--- config.mk ---
export PLATFORM = sky130hd
export DESIGN_NAME = mealy_state_observer
export DESIGN_NICKNAME = d
export VERILOG_FILES = /design/src/rtl/mealy_pkg.sv /design/src/rtl/mealy_cand_step.sv /design/src/rtl/mealy_state_observer.sv
export SDC_FILE = /design/constraint.sdc
export NUM_CORES = 1
export LEC_CHECK = 0
export BUFFER_PORTS_ARGS = -buffer_cell sky130_fd_sc_hd__buf_2
export CAP_MARGIN = 40
export CORE_ASPECT_RATIO = 0.6
export CORE_UTILIZATION = 52
export DETAILED_ROUTE_END_ITERATION = 6
export PLACE_DENSITY_LB_ADDON = 0.15
export SLEW_MARGIN = 20
export SYNTH_ARGS = -nofsm -noshare
export SYNTH_HDL_FRONTEND = slang
export SYNTH_SLANG_ARGS = --single-unit
--- constraint.sdc ---
create_clock -name clk -period 5.9 [get_ports clk]
set_input_delay 0.59 -clock clk [delete_from_list [all_inputs] [get_ports clk]]
set_output_delay 0.59 -clock clk [all_outputs]
set_load 0.01 [all_outputs]
--- src/rtl/mealy_pkg.sv ---
// Shared definitions for the 6-state Mealy machine and its observer:
// state encodings, transition/output functions and the observer FSM enum.
package mealy_pkg;

    localparam int NUM_STATES = 6;

    typedef enum logic [2:0] {
        S0 = 3'd0,
        S1 = 3'd1,
        S2 = 3'd2,
        S3 = 3'd3,
        S4 = 3'd4,
        S5 = 3'd5
    } mealy_state_t;

    typedef enum logic [1:0] {
        SEARCH = 2'd0,
        LOCKED = 2'd1,
        FAULT  = 2'd2
    } obs_state_t;

    function automatic logic mealy_out(input logic [2:0] s, input logic in_bit);
        logic o;
        case (s)
            S0:      o = in_bit;
            S1:      o = 1'b1;
            S2:      o = ~in_bit;
            S3:      o = ~in_bit;
            S4:      o = 1'b1;
            default: o = 1'b0;
        endcase
        return o;
    endfunction

    function automatic logic [2:0] mealy_next(input logic [2:0] s, input logic in_bit);
        logic [2:0] n;
        case (s)
            S0:      n = in_bit ? S2 : S0;
            S1:      n = in_bit ? S4 : S0;
            S2:      n = in_bit ? S1 : S5;
            S3:      n = in_bit ? S2 : S3;
            S4:      n = in_bit ? S4 : S2;
            default: n = in_bit ? S4 : S3;
        endcase
        return n;
    endfunction

    function automatic logic [2:0] popcount6(input logic [NUM_STATES-1:0] v);
        logic [2:0] c;
        c = '0;
        for (int i = 0; i < NUM_STATES; i++) begin
            c = c + {2'b00, v[i]};
        end
        return c;
    endfunction

    // Index of the highest set bit; only meaningful for a one-hot input.
    function automatic logic [2:0] onehot_idx(input logic [NUM_STATES-1:0] v);
        logic [2:0] idx;
        idx = '0;
        for (int i = 0; i < NUM_STATES; i++) begin
            if (v[i]) idx = 3'(i);
        end
        return idx;
    endfunction

endpackage

--- src/rtl/mealy_cand_step.sv ---
// Combinational candidate-set update: keep states whose output matches the
// observed sample and advance them to their successors.
module mealy_cand_step
    import mealy_pkg::*;
(
    input  logic [NUM_STATES-1:0] cand,
    input  logic                  smp_in,
    input  logic                  smp_out,
    output logic [NUM_STATES-1:0] new_cand,
    output logic [2:0]            new_cnt
);

    always_comb begin
        new_cand = '0;
        for (int i = 0; i < NUM_STATES; i++) begin
            if (cand[i] && (mealy_out(3'(i), smp_in) == smp_out)) begin
                new_cand[mealy_next(3'(i), smp_in)] = 1'b1;
            end
        end
        new_cnt = popcount6(new_cand);
    end

endmodule

--- src/rtl/mealy_state_observer.sv ---
// Passive observer tracking the states of the Mealy machine consistent with
// its (in, out) stream. Optional counters enabled by MEALY_OBS_STATS_EN.
module mealy_state_observer
    import mealy_pkg::*;
#(
    parameter logic [NUM_STATES-1:0] INIT_SET = 6'h3F,
    parameter int                    CNT_W    = 8
) (
    input  logic                  clk,
    input  logic                  rst,
    input  logic                  resync,
    input  logic                  smp_valid,
    input  logic                  smp_in,
    input  logic                  smp_out,
    output logic [NUM_STATES-1:0] cand,
    output logic                  locked,
    output logic [2:0]            est_state,
    output logic                  fault,
    output logic [CNT_W-1:0]      lock_age,
    output logic [15:0]           sample_cnt,
    output logic [15:0]           fault_cnt
);

    // An empty initial set can never be explained, so it starts in FAULT.
    localparam obs_state_t INIT_STATE =
        (popcount6(INIT_SET) == 3'd0) ? FAULT  :
        (popcount6(INIT_SET) == 3'd1) ? LOCKED : SEARCH;
    localparam logic [2:0] INIT_EST = (INIT_STATE == LOCKED) ? onehot_idx(INIT_SET) : 3'd0;

    obs_state_t            state, state_nxt;
    logic [NUM_STATES-1:0] cand_nxt;
    logic [NUM_STATES-1:0] step_cand;
    logic [2:0]            step_cnt;
    logic [CNT_W-1:0]      age_nxt;
    logic                  locked_nxt;
    logic [2:0]            est_nxt;
    logic                  fault_nxt;
    logic                  fault_entry;
    logic                  accept;

    mealy_cand_step u_step (
        .cand     (cand),
        .smp_in   (smp_in),
        .smp_out  (smp_out),
        .new_cand (step_cand),
        .new_cnt  (step_cnt)
    );

    assign accept = smp_valid && !resync;

    always_comb begin
        state_nxt   = state;
        cand_nxt    = cand;
        age_nxt     = lock_age;
        fault_entry = 1'b0;
        if (resync) begin
            state_nxt = INIT_STATE;
            cand_nxt  = INIT_SET;
            age_nxt   = '0;
        end else if (smp_valid) begin
            case (state)
                SEARCH: begin
                    if (step_cnt == 3'd0) begin
                        state_nxt   = FAULT;
                        cand_nxt    = '0;
                        fault_entry = 1'b1;
                    end else if (step_cnt == 3'd1) begin
                        state_nxt = LOCKED;
                        cand_nxt  = step_cand;
                        age_nxt   = '0;
                    end else begin
                        cand_nxt = step_cand;
                    end
                end
                LOCKED: begin
                    if (step_cnt == 3'd0) begin
                        state_nxt   = FAULT;
                        cand_nxt    = '0;
                        fault_entry = 1'b1;
                    end else begin
                        cand_nxt = step_cand;
                        age_nxt  = (&lock_age) ? lock_age : lock_age + 1'b1;
                    end
                end
                default: begin
                    cand_nxt = '0;
                end
            endcase
        end
        locked_nxt = (state_nxt == LOCKED);
        est_nxt    = locked_nxt ? onehot_idx(cand_nxt) : 3'd0;
        fault_nxt  = (state_nxt == FAULT);
    end

    always_ff @(posedge clk) begin
        if (rst) begin
            state     <= INIT_STATE;
            cand      <= INIT_SET;
            lock_age  <= '0;
            locked    <= (INIT_STATE == LOCKED);
            est_state <= INIT_EST;
            fault     <= (INIT_STATE == FAULT);
        end else begin
            state     <= state_nxt;
            cand      <= cand_nxt;
            lock_age  <= age_nxt;
            locked    <= locked_nxt;
            est_state <= est_nxt;
            fault     <= fault_nxt;
        end
    end

`ifdef MEALY_OBS_STATS_EN
    always_ff @(posedge clk) begin
        if (rst) begin
            sample_cnt <= '0;
            fault_cnt  <= '0;
        end else begin
            if (accept && !(&sample_cnt)) sample_cnt <= sample_cnt + 16'd1;
            if (fault_entry && !(&fault_cnt)) fault_cnt <= fault_cnt + 16'd1;
        end
    end
`else
    assign sample_cnt = 16'd0;
    assign fault_cnt  = 16'd0;
    logic unused_stats;
    assign unused_stats = accept ^ fault_entry;
`endif

endmodule

### Word level (Yosys, flattened, before mapping)

Cells that the tools add are included.

| operators by class | value |
|---|---|
| add/subtract/negate cells | 6 |
| order comparisons | 12 |
| equal/unequal tests | 10 |
| multiplexer cells | 50 |
| bitwise logic cells | 8 |
| reductions and logical operators | 21 |

Operators by type and width:

| operator | number |
|---|---|
| 6-bit two-way mux | 10 |
| 3-bit two-way mux | 14 |
| 8-bit two-way mux | 4 |
| 6-bit OR | 5 |
| 3-bit by 4-bit < comparator with 1-bit output (second input constant) | 6 |
| 1-bit demux with 3-bit select | 6 |
| 3-bit by 1-bit greater-or-equal comparator with 1-bit output (second input constant) | 6 |
| 8-bit one-hot mux with 2 select lines | 1 |
| 3-bit by 1-bit adder with 3-bit output | 4 |
| 1-bit logical AND | 12 |
| 2-bit two-way mux | 6 |
| 8-bit by 1-bit adder with 8-bit output (second input constant) | 1 |
| 1-bit two-way mux | 8 |
| 2-bit inequality test (second input constant) | 4 |
| 8-bit AND reduction | 1 |
| 6-bit AND reduction | 1 |
| 2-bit OR reduction | 3 |
| 2-bit by 1-bit equality test with 1-bit output (second input constant) | 2 |
| 2-bit one-hot mux with 2 select lines | 1 |
| 4-bit OR reduction | 1 |
| 3-bit by 1-bit equality test with 1-bit output (second input constant) | 1 |
| 3-bit logical NOT | 1 |
| 1-bit NOT | 3 |
| 1-bit by 1-bit adder with 2-bit output | 1 |
| 4 further kinds | 5 |

| storage, ports and cells | value |
|---|---|
| register bits | 21 |
| input bits | 6 |
| output and inout bits | 51 |
| word-level logic and storage cells | 115 |

### Depth between registers and ports, before layout

Gate-level depths: netlist of run 1.

| depth | value |
|---|---|
| depth after elaboration | 33 |
| mapped depth | 13 |
| mapped depth without buffers | 12 |

### Hierarchy

Synthesis of run 1 repeated with hierarchy kept, for this count alone.

| unflattened totals | value |
|---|---|
| cells, all modules | 177 |
| area total of the unflattened synthesis | 1481.4 um^2 |

Modules (own cells, without submodules):

| module | times used | cells each | area an instance (um^2) |
|---|---|---|---|
| mealy_state_observer | 1 | 150 | 1263.7 |
| mealy_cand_step | 1 | 27 | 217.7 |

### Worst setup path before layout of run 1

No wires, ideal clock.

| timing | value |
|---|---|
| path kind | input-to-reg |
| start | in smp_out |
| end | reg lock_age[7] |
| arrival time | 4.123 ns |
| required time | 5.783 ns |
| setup slack | 1.660 ns |
| cell stages on the path | 13 |
| buffers on the path | 1 |
| cell sequence | clkbuf_1 mux2i_1 nor2_1 ha_1 inv_1 fa_1 inv_1 fa_1 fa_1 or3b_1 a21oi_1 o211ai_1 a32o_1 |

| on the way | value |
|---|---|
| longest elaborated chain between the ends | 21 |
| elaborated cells between the ends (all ways) | 31 |
| classes of those cells | 5 x add/sub; 6 x eq/ne; 6 x mux; 6 x bitwise; 8 x reduce/logical |

Ends and longest elaborated chain:

| what | line | text |
|---|---|---|
| from (decl) | mealy_state_observer.sv:14 | `input logic smp_out,` |
| 1-bit equality test | mealy_cand_step.sv:16 | `if (cand[i] && (mealy_out(3'(i), smp_in) == smp_out)) begin` |
| 1-bit logical AND | mealy_cand_step.sv:16 |  |
| 6-bit two-way mux | mealy_cand_step.sv:16 |  |
| 6-bit OR (no source line) | - |  |
| 6-bit two-way mux | mealy_cand_step.sv:16 |  |
| 6-bit OR (no source line) | - |  |
| 6-bit two-way mux | mealy_cand_step.sv:16 |  |
| 6-bit OR (no source line) | - |  |
| [... 3 more ...] | - |  |
| 6-bit OR (no source line) | - |  |
| 6-bit two-way mux * | mealy_cand_step.sv:16 |  |
| 1-bit by 1-bit adder with 2-bit output | mealy_pkg.sv:52 | `c = c + {2'b00, v[i]};` |
| 3-bit by 1-bit adder with 3-bit output (3 in series) | mealy_pkg.sv:52 |  |
| 3-bit by 1-bit adder with 3-bit output * | mealy_pkg.sv:52 |  |
| 3-bit by 1-bit equality test with 1-bit output or 3-bit logical NOT (tied branches) | mealy_state_observer.sv:67, mealy_state_observer.sv:63, mealy_state_observer.sv:76 |  |
| 2-bit inequality test (no source line) | - |  |
| 6-bit AND reduction (no source line) * | - |  |
| to (signal assigned) | mealy_state_observer.sv:106 | `lock_age <= age_nxt;` |
| to (decl) | mealy_state_observer.sv:19 | `output logic [CNT_W-1:0] lock_age,` |

Mark *: on every way between the ends. The rest lies on a longest branch, timed or not.
A chain may end at the register's enable or synchronous reset.

### Worst setup path in the final report of run 1

| timing | value |
|---|---|
| start | in smp_out |
| end | reg lock_age[2] |

Same word-level chain as after synthesis.

==> results of run 1 <==
## final cells by class
type	count	area share [%]
clock buffer	3	2.797
multi-input combinational	131	54.75
timing repair buffer	24	8.136
inverter	11	2.797
sequential	21	28.47
clock inverter	1	0.3390
tap	32	2.712
## through the flow
| stage | cell area [sq um] | util, % | setup WS, ps |
|---|---|---|---|
| after floorplan | 1529 | - | 1660 |
| after global routing | 1476 | 58.13 | 1525 |
| after detailed placement | 1430 | 56.31 | 1492 |
| final | 1476 | 58.13 | 1723 |
| after CTS | 1476 | 58.13 | 1765 |
| after global placement | 1430 | 56.31 | 1598 |
## critical path, stage by stage
cell and delay [ps]:
sky130_fd_sc_hd__buf_2 160, sky130_fd_sc_hd__mux2i_1 200, sky130_fd_sc_hd__nor2_1 70, sky130_fd_sc_hd__ha_1 290, sky130_fd_sc_hd__inv_1 60, sky130_fd_sc_hd__fa_1 530
sky130_fd_sc_hd__inv_1 60, sky130_fd_sc_hd__fa_1 440, sky130_fd_sc_hd__fa_1 550, sky130_fd_sc_hd__or3b_1 420, sky130_fd_sc_hd__a21o_1 200, sky130_fd_sc_hd__nor3_1 600
sky130_fd_sc_hd__a32o_1 220
## worst max path at each step
| stage | start | endpoint | slack [ps] | depth (start not counted) |
|---|---|---|---|---|
| after floorplan | smp_out | lock_age[7] | 1660 | 13 |
| after global placement | smp_out | lock_age[2] | 1600 | 13 |
| after detailed placement | smp_out | lock_age[2] | 1490 | 13 |
| after CTS | smp_out | lock_age[2] | 1770 | 13 |
| after global routing | smp_out | lock_age[6] | 1520 | 13 |
| final | smp_out | lock_age[2] | 1720 | 13 |
## power by group
part / switching, W / internal, W
Combinational: 0.0000625 / 0.0000356
Clock: 0.0000481 / 0.0000471
Sequential: 0.00000474 / 0.000147
Total: 0.000115 / 0.000230
## cell families (layout without fill, tap and decap cells)
kind of cell,after synthesis,in the layout,share of synthesized area [%]
simple gates,55,55,21.61
buf+inv,47,39,21.26
compound gates,34,34,17.45
flops,21,21,29.76
fa+ha+maj,5,5,6.023
mux,5,5,3.632
other cells,1,32,0.2655
## placed cells by master (no fill, tap or decap), drive strengths merged, types with 3 or more instances in the layout
cell    Yosys  routed
inv        11      11
a21oi       9       9
conb        1      32
nand3b      3       3
nand3       5       5
dfxtp      21      21
nor2       10      10
a32o        5       5
nor3        7       7
mux2i       4       4
nand2       6       6
nand2b      7       7
o21ai       5       5
or2         4       4
clkbuf      3       3
buf        33      24
fa          3       3
o211ai      4       4
## metal layers
layer / wire, microns / global-route usage, % / vias to the layer above
li1: - / - / 576
met5: 0 / 0 / -
met2: 1076 / 27.38 / 91
met3: 321 / 6.250 / 5
met1: 1347 / 29.91 / 539
met4: 32 / 6.531 / 0
## cells in the mapped netlist (4+ instances only)
cell / instances / area share, %
sky130_fd_sc_hd__buf_4: 33 / 18
sky130_fd_sc_hd__dfxtp_1: 21 / 30
sky130_fd_sc_hd__inv_1: 11 / 2.9
sky130_fd_sc_hd__nor2_1: 10 / 2.7
sky130_fd_sc_hd__a21oi_1: 9 / 3.2
sky130_fd_sc_hd__nand2b_1: 7 / 3.1
sky130_fd_sc_hd__nor3_1: 7 / 2.5
sky130_fd_sc_hd__nand2_1: 6 / 1.6
sky130_fd_sc_hd__a32o_1: 5 / 3.5
sky130_fd_sc_hd__nand3_1: 5 / 1.8
sky130_fd_sc_hd__o21ai_0: 5 / 1.8
sky130_fd_sc_hd__mux2i_1: 4 / 2.8
sky130_fd_sc_hd__o211ai_1: 4 / 2.1
sky130_fd_sc_hd__or2_2: 4 / 1.8
## registers in the layout, summed over array words and instances (netlist names)
name and count:
lock_age 8, locked 1, est_state 3, fault 1, cand 6, state 2
==> reports/summary.md, run 1 <==
### Clock network
- **clock tree from TritonCTS** built
- **CTS hold repair buffers** 0
- **CTS root buf** sky130_fd_sc_hd__clkbuf_8
- **clock latency of the later-clocked register in the worst-skew pair** 260 ps
- **maximum clock path buffer count** 2
- **clock transition at the registers of the reported paths** 80 ps
- **PostCTS Resize Cnt** 0
- **number of sinks driven by the clock tree** 21
- **depth of the CTS H-tree** 1
- **number of CTS-inserted buffers** 3
- **number of buffers inserted to repair setup after CTS** 0

### Die
- **placement row count** 14
- **Ports** 57
- **die extent in x** 69.29 microns
- **Die Span Y** 42.37 microns
- **effective utilization at floorplan** 55.62%
- **Core Footprint** 0.002540 sq mm
- **die area** 0.002936 sq mm

### Worst setup path
- **startpoint type of the worst setup path** input port
- **top fanout value on the critical path** 8
- **Crit. End Element** flip-flop
- **Reg2Reg Setup Slack** 1940 ps
- **worst r2r path cells** 12
- **Worst EP arrival** 4390 ps
- **start of the worst register-to-register path** cand[1]
- **Crit Path Class** in -> reg
- **Req. time, crit path** 6110 ps
- **critical register-to-register path endpoint** lock_age[2]

### STA
- **actual transition at the worst max-transition pin** 701.4 ps
- **max-slew violation count** 0
- **post-route minimum period** 4177 ps
- **setup repair after global routing missed its margin** no
- **endpoints failing hold** 0
- **clk_skew** 3.517 ps
- **Fmax achieved** 239.4 MHz
- **hold_ws** 543.8 ps
- **share of the clock period used by the worst path** 70.80%
- **final setup TNS** 0 ps
- **final setup violation count** 0
- **Rel. slew slack** 52.88%

### Pwr
- **static leakage power** 0.6605 nW
- **Power per Cell Area** 233.7 mW/mm^2
- **Peak VDD IR** 116.6 uV
- **power after layout** 0.0003451 W

### Synthesis
- **fraction of the yosys area taken by sequential cells** 29.76%
- **synthesis-stage register bit count** 21
- **number of warnings printed during yosys synthesis** 0
- **ys flop type** sky130_fd_sc_hd__dfxtp_1
- **Mapped Avg Cell Area** 8.408 sq um
- **post-synthesis instance area** 0.001413 sq mm
- **asr flop ratio synth** 0%
- **distinct cell type count after synthesis** 38
- **Post-synth EDFFs** 0
- **synthesized instance count** 168

### Routing
- **Starting DRT DRC Count** 127
- **vias post-DR** 1211
- **number of DRC violations after detailed routing** 0
- **Routed Antenna Nets** 0
- **routed wire length per instance** 12.46 microns
- **First-pass DRT Iterations** 6
- **detailed-route vias per instance** 5.430
- **wire length after detailed routing** 2779 microns

### Finish
- **total area of sequential cells** 420.4 sq um
- **filler instances** 218
- **area of the multi-input gates** 808.3 sq um
- **count of inserted antenna diode cells** 0
- **Layout Cells excl Fill** 223
- **number of nets in the finished design** 203
- **Area Overhead vs Synth** 4.518%
- **share of layout cells above drive strength 1** 17.80%

### Global route
- **Total GRT Usage** 20.14%
- **via count of the first global-routing pass** 967
- **global-route wire length before repair** 4567 microns
- **initial antenna violation count** 0
- **grt total ovfl** 0
- **pin count of the biggest net entering global routing** 15

### Hold path
- **cell depth of the worst hold path** 2
- **min-delay worst type** reg -> reg
- **Worst Hold Launch** lock_age[0]
- **Min-Delay Endpoint** lock_age[0]

### Job
- **maximum capacitance violations** 0

### Placed design
- **detailed placer's ending HPWL** 2137 microns
- **GPL Wtd Cong** 0.9020
- **Cells after DPL** 219
- **input/output buffers** 24

### Status
- **run status** complete, no violations

(Power assumes the default switching activity.)
==> run 2: changes to the inputs <==
--- a/config.mk
+++ b/config.mk
@@ -5,10 +5,11 @@
 export SDC_FILE = /design/constraint.sdc
 export NUM_CORES = 1
 export LEC_CHECK = 0
+export ABC_AREA = 1
 export BUFFER_PORTS_ARGS = -buffer_cell sky130_fd_sc_hd__buf_2
 export CAP_MARGIN = 40
 export CORE_ASPECT_RATIO = 0.6
-export CORE_UTILIZATION = 52
+export CORE_UTILIZATION = 48
 export DETAILED_ROUTE_END_ITERATION = 6
 export PLACE_DENSITY_LB_ADDON = 0.15
 export SLEW_MARGIN = 20
==> constraint.sdc (replaced) <==
create_clock -name clk -period 4.25 [get_ports clk]
set_input_delay 0.425 -clock clk [delete_from_list [all_inputs] [get_ports clk]]
set_output_delay 0.425 -clock clk [all_outputs]
set_load 0.01 [all_outputs]
==> run 2 against run 1 <==
Compared with the run above:
- global-route usage down 2.4 points
- largest cell class unchanged
- clock power increased by 42%
- routed wire length is 3.4% lower
- combinational power is 44% higher
- critical path depth up 5
==> reports/summary.md, run 2 <==
### Synthesis
- **Yosys top cell by area** sky130_fd_sc_hd__dfxtp_1, unchanged
- **Post-synth EDFFs** 0, unchanged
- **fraction of the yosys area taken by sequential cells** 28.69%, was 29.76%
- **top cells by area, synth** sky130_fd_sc_hd__dfxtp_1 (29%), sky130_fd_sc_hd__buf_4 (16%), sky130_fd_sc_hd__nand2_1 (9.2%), was sky130_fd_sc_hd__dfxtp_1 (30%), sky130_fd_sc_hd__buf_4 (18%), sky130_fd_sc_hd__fa_1 (4.3%)
- **post-synthesis instance area** 0.001465 sq mm, was 0.001413 sq mm
- **asr flop ratio synth** 0%, unchanged
- **ys flop type** sky130_fd_sc_hd__dfxtp_1, unchanged
- **number of warnings printed during yosys synthesis** 0, unchanged
- **portion of synthesized cell area occupied by the leading cell type** 28.69%, was 29.76%
- **Mapped Avg Cell Area** 7.218 sq um, was 8.408 sq um
- **distinct cell type count after synthesis** 33, was 38
- **most used standard cell by instance count after synthesis** sky130_fd_sc_hd__nand2_1, was sky130_fd_sc_hd__buf_4
- **synthesis-stage register bit count** 21, unchanged
- **synthesized instance count** 203, was 168
- **leading post-synthesis cells by instance count** sky130_fd_sc_hd__nand2_1 (36), sky130_fd_sc_hd__buf_4 (32), sky130_fd_sc_hd__inv_1 (27), sky130_fd_sc_hd__dfxtp_1 (21), sky130_fd_sc_hd__nor2_1 (20), was sky130_fd_sc_hd__buf_4 (33), sky130_fd_sc_hd__dfxtp_1 (21), sky130_fd_sc_hd__inv_1 (11), sky130_fd_sc_hd__nor2_1 (10), sky130_fd_sc_hd__a21oi_1 (9)

### Placed design
- **detailed placer's ending HPWL** 2145 microns, was 2137 microns
- **Placement Setup Slack** 503.0 ps, was 1492 ps
- **input/output buffers** 24, unchanged
- **GPL Wtd Cong** 0.9003, was 0.9020

### Routing
- **routed wire length per instance** 9.904 microns, was 12.46 microns
- **Starting DRT DRC Count** 116, was 127
- **detailed-route vias per instance** 4.343, was 5.430
- **vias post-DR** 1177, was 1211
- **Routed Antenna Nets** 0, unchanged
- **number of DRC violations after detailed routing** 0, unchanged
- **First-pass DRT Iterations** 4, was 6
- **wire length after detailed routing** 2684 microns, was 2779 microns

### Worst setup path
- **top fanout value on the critical path** 10, was 8
- **Req. time, crit path** 4400 ps, was 6110 ps
- **Crit Path Class** reg -> reg, was in -> reg
- **Reg2Reg Setup Slack** 770 ps, was 1940 ps
- **start of the worst register-to-register path** cand[1], unchanged
- **Crit. End Element** flip-flop, unchanged
- **startpoint type of the worst setup path** flip-flop, was input port
- **critical register-to-register path endpoint** lock_age[7], was lock_age[2]
- **Worst EP arrival** 3620 ps, was 4390 ps
- **worst r2r path cells** 18, was 12

### Global route
- **initial antenna violation count** 0, unchanged
- **via count of the first global-routing pass** 887, was 967
- **pin count of the biggest net entering global routing** 14, was 15
- **global-route wire length before repair** 4243 microns, was 4567 microns
- **Total GRT Usage** 17.71%, was 20.14%
- **grt total ovfl** 0, unchanged

### Die
- **Core Footprint** 0.002890 sq mm, was 0.002540 sq mm
- **effective utilization at floorplan** 50.69%, was 55.62%
- **die extent in x** 73.33 microns, was 69.29 microns
- **Die Span Y** 44.80 microns, was 42.37 microns
- **Ports** 57, unchanged
- **die area** 0.003285 sq mm, was 0.002936 sq mm
- **placement row count** 15, was 14

### Finish
- **area of the multi-input gates** 782.0 sq um, was 808.3 sq um
- **most frequent cells in the layout** sky130_fd_sc_hd__nand2_1 (36), sky130_fd_sc_hd__conb_1 (32), sky130_fd_sc_hd__inv_1 (27), was sky130_fd_sc_hd__conb_1 (32), sky130_fd_sc_hd__buf_2 (24), sky130_fd_sc_hd__dfxtp_1 (21)
- **filler instances** 298, was 218
- **Area Overhead vs Synth** 5.893%, was 4.518%
- **most common cell after layout, fill and taps aside** sky130_fd_sc_hd__nand2_1, was sky130_fd_sc_hd__conb_1
- **register containing the most flip-flops in the final layout** lock_age, unchanged
- **share of layout cells above drive strength 1** 20.52%, was 17.80%
- **max reg flops** 8, unchanged
- **total area of sequential cells** 420.4 sq um, unchanged
- **number of nets in the finished design** 241, was 203
- **biggest registers after layout** lock_age x8, cand x6, est_state x3, unchanged
- **count of inserted antenna diode cells** 0, unchanged

### Clock network
- **clock tree from TritonCTS** built, unchanged
- **CTS hold repair buffers** 0, unchanged
- **depth of the CTS H-tree** 1, unchanged
- **number of buffers inserted to repair setup after CTS** 0, unchanged
- **clock transition at the registers of the reported paths** 80 ps, about the same
- **maximum clock path buffer count** 2, unchanged
- **number of CTS-inserted buffers** 3, unchanged
- **clock latency of the later-clocked register in the worst-skew pair** 260 ps, about the same
- **PostCTS Resize Cnt** 0, unchanged
- **CTS root buf** sky130_fd_sc_hd__clkbuf_8, unchanged
- **number of sinks driven by the clock tree** 21, unchanged

### Job
- **maximum capacitance violations** 0, unchanged

### Pwr
- **static leakage power** 0.8022 nW, was 0.6605 nW
- **Power per Cell Area** 315.3 mW/mm^2, was 233.7 mW/mm^2
- **Peak VDD IR** 201.5 uV, was 116.6 uV

### STA
- **share of the clock period used by the worst path** 81.83%
- **max-slew violation count** 0, unchanged
- **PnR worst setup slack** 772.4 ps, was 1723 ps
- **clk_skew** 2.537 ps, was 3.517 ps
- **post-route minimum period** 3478 ps
- **setup repair after global routing missed its margin** no, unchanged
- **final setup TNS** 0 ps, unchanged
- **endpoints failing hold** 0, unchanged
- **final setup violation count** 0, unchanged
- **Fmax achieved** 287.6 MHz

### Hold path
- **min-delay worst type** in -> reg, was reg -> reg
- **Min-Delay Endpoint** cand[2], was lock_age[0]
- **cell depth of the worst hold path** 3, was 2
- **Worst Hold Launch** rst, was lock_age[0]

### Status
- **run status** complete, no violations, unchanged

run 2: final cells by class:
class	count	area share, %
clock inverters	1	0.4839
well taps	42	3.387
repair buffers	24	7.742
clock buffers	3	2.661
multi-input cells	147	50.40
flip-flops and latches	21	27.10
inverters	33	8.226
run 2: metrics by stage:
step                cells  power (W)  instance area, sq um  hold slack [ps]  util (%)
finish                271  0.0004891                  1551            404.3     53.68
global route          271  0.0005280                  1551            404.4     53.68
CTS                   271  0.0004923                  1551            400.3     53.68
global placement      267  0.0003583                  1503            532.3     51.99
floorplan             234  0.0003493                  1582            531.2         -
detailed placement    267  0.0003580                  1503            514.1     51.99
run 2: worst max-delay path: stages, from the launching register on:
cell and delay (ps):
sky130_fd_sc_hd__dfxtp_1 390, sky130_fd_sc_hd__nand2_1 80, sky130_fd_sc_hd__a21oi_1 220, sky130_fd_sc_hd__ha_1 170, sky130_fd_sc_hd__inv_1 50, sky130_fd_sc_hd__fa_1 530, sky130_fd_sc_hd__inv_1 50, sky130_fd_sc_hd__fa_1 440
sky130_fd_sc_hd__fa_1 490, sky130_fd_sc_hd__nor2_1 150, sky130_fd_sc_hd__nand2_1 100, sky130_fd_sc_hd__nand2_2 100, sky130_fd_sc_hd__inv_2 60, sky130_fd_sc_hd__nand2_2 90, sky130_fd_sc_hd__clkinv_2 120, sky130_fd_sc_hd__nand2_8 130
sky130_fd_sc_hd__nor2_1 50, sky130_fd_sc_hd__nor2_1 90, sky130_fd_sc_hd__nor2_1 50
run 2: how the worst max path moves through the flow:
stage,end,slack (ps),depth (start not counted),from
after global placement,lock_age[0],550,19,smp_out
after detailed placement,lock_age[7],500,20,smp_out
after global routing,lock_age[7],410,18,cand[1]
final,lock_age[7],770,18,cand[1]
after CTS,lock_age[7],780,20,smp_out
after floorplan,lock_age[0],790,19,smp_out
run 2: report_power, final:
part           internal [W]  total [W]  switching, W
Combinational     0.0000432   0.000141     0.0000976
Sequential         0.000206   0.000214    0.00000798
Clock             0.0000662   0.000135     0.0000683
Total              0.000315   0.000489      0.000174
run 2: logic make-up (layout without fill, tap and decap cells):
family,count (synthesis),count (layout),share of synthesized area (%)
DFF,21,21,28.69
adders and majority gates,5,5,5.807
and+or+nand+nor,86,86,28.69
buffers and inverters,66,61,25.88
AOI/OAI and AO/OA,21,21,8.882
xor gates and xnor gates,3,3,1.794
other,1,32,0.2559
run 2: per-layer routing:
layer | up-vias | share of wire, % | global-route usage, %
met5 | - | 0 | 0
met4 | 0 | 0.37 | 2.308
met3 | 2 | 9.4 | 4.018
met2 | 56 | 32 | 19.63
met1 | 497 | 58 | 31.86
li1 | 622 | - | -
==> run 3: changes to the inputs <==
--- a/config.mk
+++ b/config.mk
@@ -9,7 +9,7 @@
 export BUFFER_PORTS_ARGS = -buffer_cell sky130_fd_sc_hd__buf_2
 export CAP_MARGIN = 40
 export CORE_ASPECT_RATIO = 0.6
-export CORE_UTILIZATION = 48
+export CORE_UTILIZATION = 44
 export DETAILED_ROUTE_END_ITERATION = 6
 export PLACE_DENSITY_LB_ADDON = 0.15
 export SLEW_MARGIN = 20
==> constraint.sdc (replaced) <==
create_clock -name clk -period 2.8 [get_ports clk]
set_input_delay 0.28 -clock clk [delete_from_list [all_inputs] [get_ports clk]]
set_output_delay 0.28 -clock clk [all_outputs]
set_load 0.01 [all_outputs]
==> run 3 against run 2 <==
Compared with the run above:
- the flow now finishes with violations (negative setup slack)
- setup slack got worse by 1100 ps
- final cell count rose by 15%
- clock power rose by 60%
- fmax rose by 10%
- die area rose by 8.8%
- via count rose by 23%
- clock skew rose by 11 ps
- first-iteration DRC count fell by 9.5%
- total power rose by 91%
- critical path depth fell by 1
- critical endpoint is now est_state[1]
- largest cell class unchanged
==> reports/summary.md, run 3 (same netlist as run 2, synthesis figures left out) <==
### Clock network
- **clock tree from TritonCTS** built, unchanged
- **maximum clock path buffer count** 2, unchanged
- **number of CTS-inserted buffers** 3, unchanged
- **depth of the CTS H-tree** 1, unchanged
- **number of sinks driven by the clock tree** 21, unchanged
- **CTS hold repair buffers** 0, unchanged
- **clock transition at the registers of the reported paths** 90 ps, was 80 ps
- **CTS root buf** sky130_fd_sc_hd__clkbuf_8, unchanged
- **clock latency of the later-clocked register in the worst-skew pair** 280 ps, was 260 ps

### Worst setup path
- **Crit Path Class** reg -> reg, unchanged
- **Worst EP arrival** 3370 ps, was 3620 ps
- **Crit. End Element** flip-flop, unchanged
- **Worst Setup SP** cand[0], was cand[1]
- **top fanout value on the critical path** 4, was 10
- **critical register-to-register path endpoint** est_state[1], was lock_age[7]
- **Req. time, crit path** 3010 ps, was 4400 ps
- **worst r2r path cells** 17, was 18
- **CP Capture Point** est_state[1], was lock_age[7]
- **startpoint type of the worst setup path** flip-flop, unchanged
- **start of the worst register-to-register path** cand[0], was cand[1]
- **Reg2Reg Setup Slack** -360 ps, was 770 ps

### Pwr
- **switching portion of total power** 38.58%, was 35.56%
- **Peak VDD IR** 361.6 uV, was 201.5 uV
- **P_sw** 0.0003601 W, was 0.0001739 W
- **portion of total power attributed to sequential cells** 34.7%, was 43.7%
- **Power per Cell Area** 459.2 mW/mm^2, was 315.3 mW/mm^2
- **cell internal pwr** 0.0005734 W, was 0.0003152 W
- **portion of total power attributed to combinational logic** 42.1%, was 28.8%
- **clock power share** 23.2%, was 27.5%
- **static leakage power** 1.004 nW, was 0.8022 nW

### Global route
- **global-route wire length before repair** 5216 microns, was 4243 microns
- **global routing met3 resource utilization** 5.545%, was 4.018%
- **global routing met2 resource utilization** 29.37%, was 19.63%
- **grt total ovfl** 0, unchanged
- **via count of the first global-routing pass** 1071, was 887
- **met1 routing resource usage after global routing** 29.50%, was 31.86%
- **pin count of the biggest net entering global routing** 14, unchanged
- **initial antenna violation count** 0, unchanged
- **Total GRT Usage** 20.19%, was 17.71%
- **busiest layer in global routing** met1, unchanged

### Finish
- **share of layout cells above drive strength 1** 44.24%, was 20.52%
- **Design Area, Final** 0.002033 sq mm, was 0.001551 sq mm
- **most frequent cells in the layout** sky130_fd_sc_hd__buf_4 (37), sky130_fd_sc_hd__conb_1 (32), sky130_fd_sc_hd__nand2_1 (27), was sky130_fd_sc_hd__nand2_1 (36), sky130_fd_sc_hd__conb_1 (32), sky130_fd_sc_hd__inv_1 (27)
- **number of nets in the finished design** 281, was 241
- **register containing the most flip-flops in the final layout** lock_age, unchanged
- **biggest registers after layout** lock_age x8, cand x6, est_state x3, unchanged
- **max reg flops** 8, unchanged
- **most common cell after layout, fill and taps aside** sky130_fd_sc_hd__buf_4, was sky130_fd_sc_hd__nand2_1
- **filler instances** 262, was 298
- **count of inserted antenna diode cells** 0, unchanged
- **Area Overhead vs Synth** 38.77%, was 5.893%

### Die
- **Ports** 57, unchanged
- **placement row count** 15, unchanged
- **Core Footprint** 0.003022 sq mm, was 0.002890 sq mm
- **die area** 0.003572 sq mm, was 0.003285 sq mm
- **die extent in x** 76.50 microns, was 73.33 microns
- **Die Span Y** 46.70 microns, was 44.80 microns
- **effective utilization at floorplan** 48.49%, was 50.69%

### STA
- **clk_skew** 13.76 ps, was 2.537 ps
- **endpoints failing hold** 0, unchanged
- **PnR worst setup slack** -357.6 ps, was 772.4 ps
- **setup repair after global routing missed its margin** yes, was no
- **max-slew violation count** 0, unchanged
- **final setup TNS** -5111 ps, was 0 ps
- **final setup violation count** 21, was 0
- **Fmax achieved** 316.7 MHz, was 287.6 MHz
- **share of the clock period used by the worst path** 112.8%, was 81.83%
- **post-route minimum period** 3158 ps, was 3478 ps

### Routing
- **Starting DRT DRC Count** 105, was 116
- **routed wire length per instance** 12.35 microns, was 9.904 microns
- **number of DRC violations after detailed routing** 0, unchanged
- **First-pass DRT Iterations** 4, unchanged
- **detailed-route vias per instance** 4.653, was 4.343
- **Routed Antenna Nets** 0, unchanged
- **wire length after detailed routing** 3840 microns, was 2684 microns
- **vias post-DR** 1447, was 1177

### Placed design
- **detailed placer's ending HPWL** 2421 microns, was 2145 microns
- **cell area after placement** 0.001665 sq mm, was 0.001503 sq mm
- **input/output buffers** 24, unchanged
- **Placement Setup Slack** -383.5 ps, was 503.0 ps
- **GPL Wtd Cong** 0.9053, was 0.9003

### Status
- **run status** complete, but fails checks, was complete, no violations
- **violations in the final reports** negative setup slack

### Job
- **maximum capacitance violations** 0, unchanged

### Hold path
- **min-delay worst type** in -> reg, unchanged

[run 3: power groups by stage]
stage / sequential (W) / combinational (W) / clock [W]
floorplan: 0.000335 / 0.000203 / 0
global placement: 0.000330 / 0.000263 / 0
detailed placement: 0.000330 / 0.000264 / 0
CTS: 0.000324 / 0.000307 / 0.000216
global route: 0.000326 / 0.000427 / 0.000234
finish: 0.000324 / 0.000393 / 0.000216
[run 3: how the worst min path moves through the flow]
stage                     start          end  slack, ps  depth (start not counted)
floorplan                   rst      cand[2]        410                          2
global route                rst      cand[3]        270                          3
CTS                         rst      cand[2]        260                          3
finish                      rst      cand[2]        260                          3
detailed placement  lock_age[4]  lock_age[4]        520                          2
global placement    lock_age[4]  lock_age[4]        520                          2
[run 3: final cells by class]
cell class              count  area (sq um)  area share, %
inverters                  33         148.9          7.323
clock buffers               3         41.29          2.031
clock inverters             1         7.507         0.3692
repair buffers             63         420.4          20.68
well taps                  42         52.55          2.585
multi-input cells         148         937.1          46.09
flip-flops and latches     21         425.4          20.92
[run 3: worst max-delay path, stage by stage (launching register included)]
cell	delay (ps)
sky130_fd_sc_hd__dfxtp_4	370
sky130_fd_sc_hd__nand2_4	70
sky130_fd_sc_hd__a21oi_4	70
sky130_fd_sc_hd__ha_4	270
sky130_fd_sc_hd__inv_2	30
sky130_fd_sc_hd__fa_1	490
sky130_fd_sc_hd__inv_1	50
sky130_fd_sc_hd__fa_2	330
sky130_fd_sc_hd__fa_1	450
sky130_fd_sc_hd__nor2_2	160
sky130_fd_sc_hd__buf_4	130
sky130_fd_sc_hd__nor2_2	40
sky130_fd_sc_hd__inv_2	100
sky130_fd_sc_hd__nand2_8	80
sky130_fd_sc_hd__o21ai_4	80
sky130_fd_sc_hd__and3_4	220
sky130_fd_sc_hd__nand2_2	50
sky130_fd_sc_hd__nor2_2	100
[run 3: per-layer routing]
layer,up-vias,wire (microns)
li1,705,-
met1,670,1846
met2,64,1647
met3,8,276
met4,0,70
met5,-,0
[run 3: metrics by stage]
stage	hold slack, ps	utilization, %	power (W)	std cells
5_1_grt	268.3	67.29	0.0009871	311
6_report	259.5	67.29	0.0009335	311
2_1_floorplan	407.3	-	0.0005379	234
3_5_place_dp	517.2	55.11	0.0005945	286
3_3_place_gp	521.4	55.11	0.0005933	286
4_1_cts	257.4	62.36	0.0008462	310
[run 3: repair_timing]
| item | in CTS | in global routing |
|---|---|---|
| setup buffers | 19 | 4 |
| resized for setup | 7 | 38 |
| pin swaps | 3 | 12 |
| gates cloned | 1 | 0 |
| setup endpoints to repair | 20 | 21 |
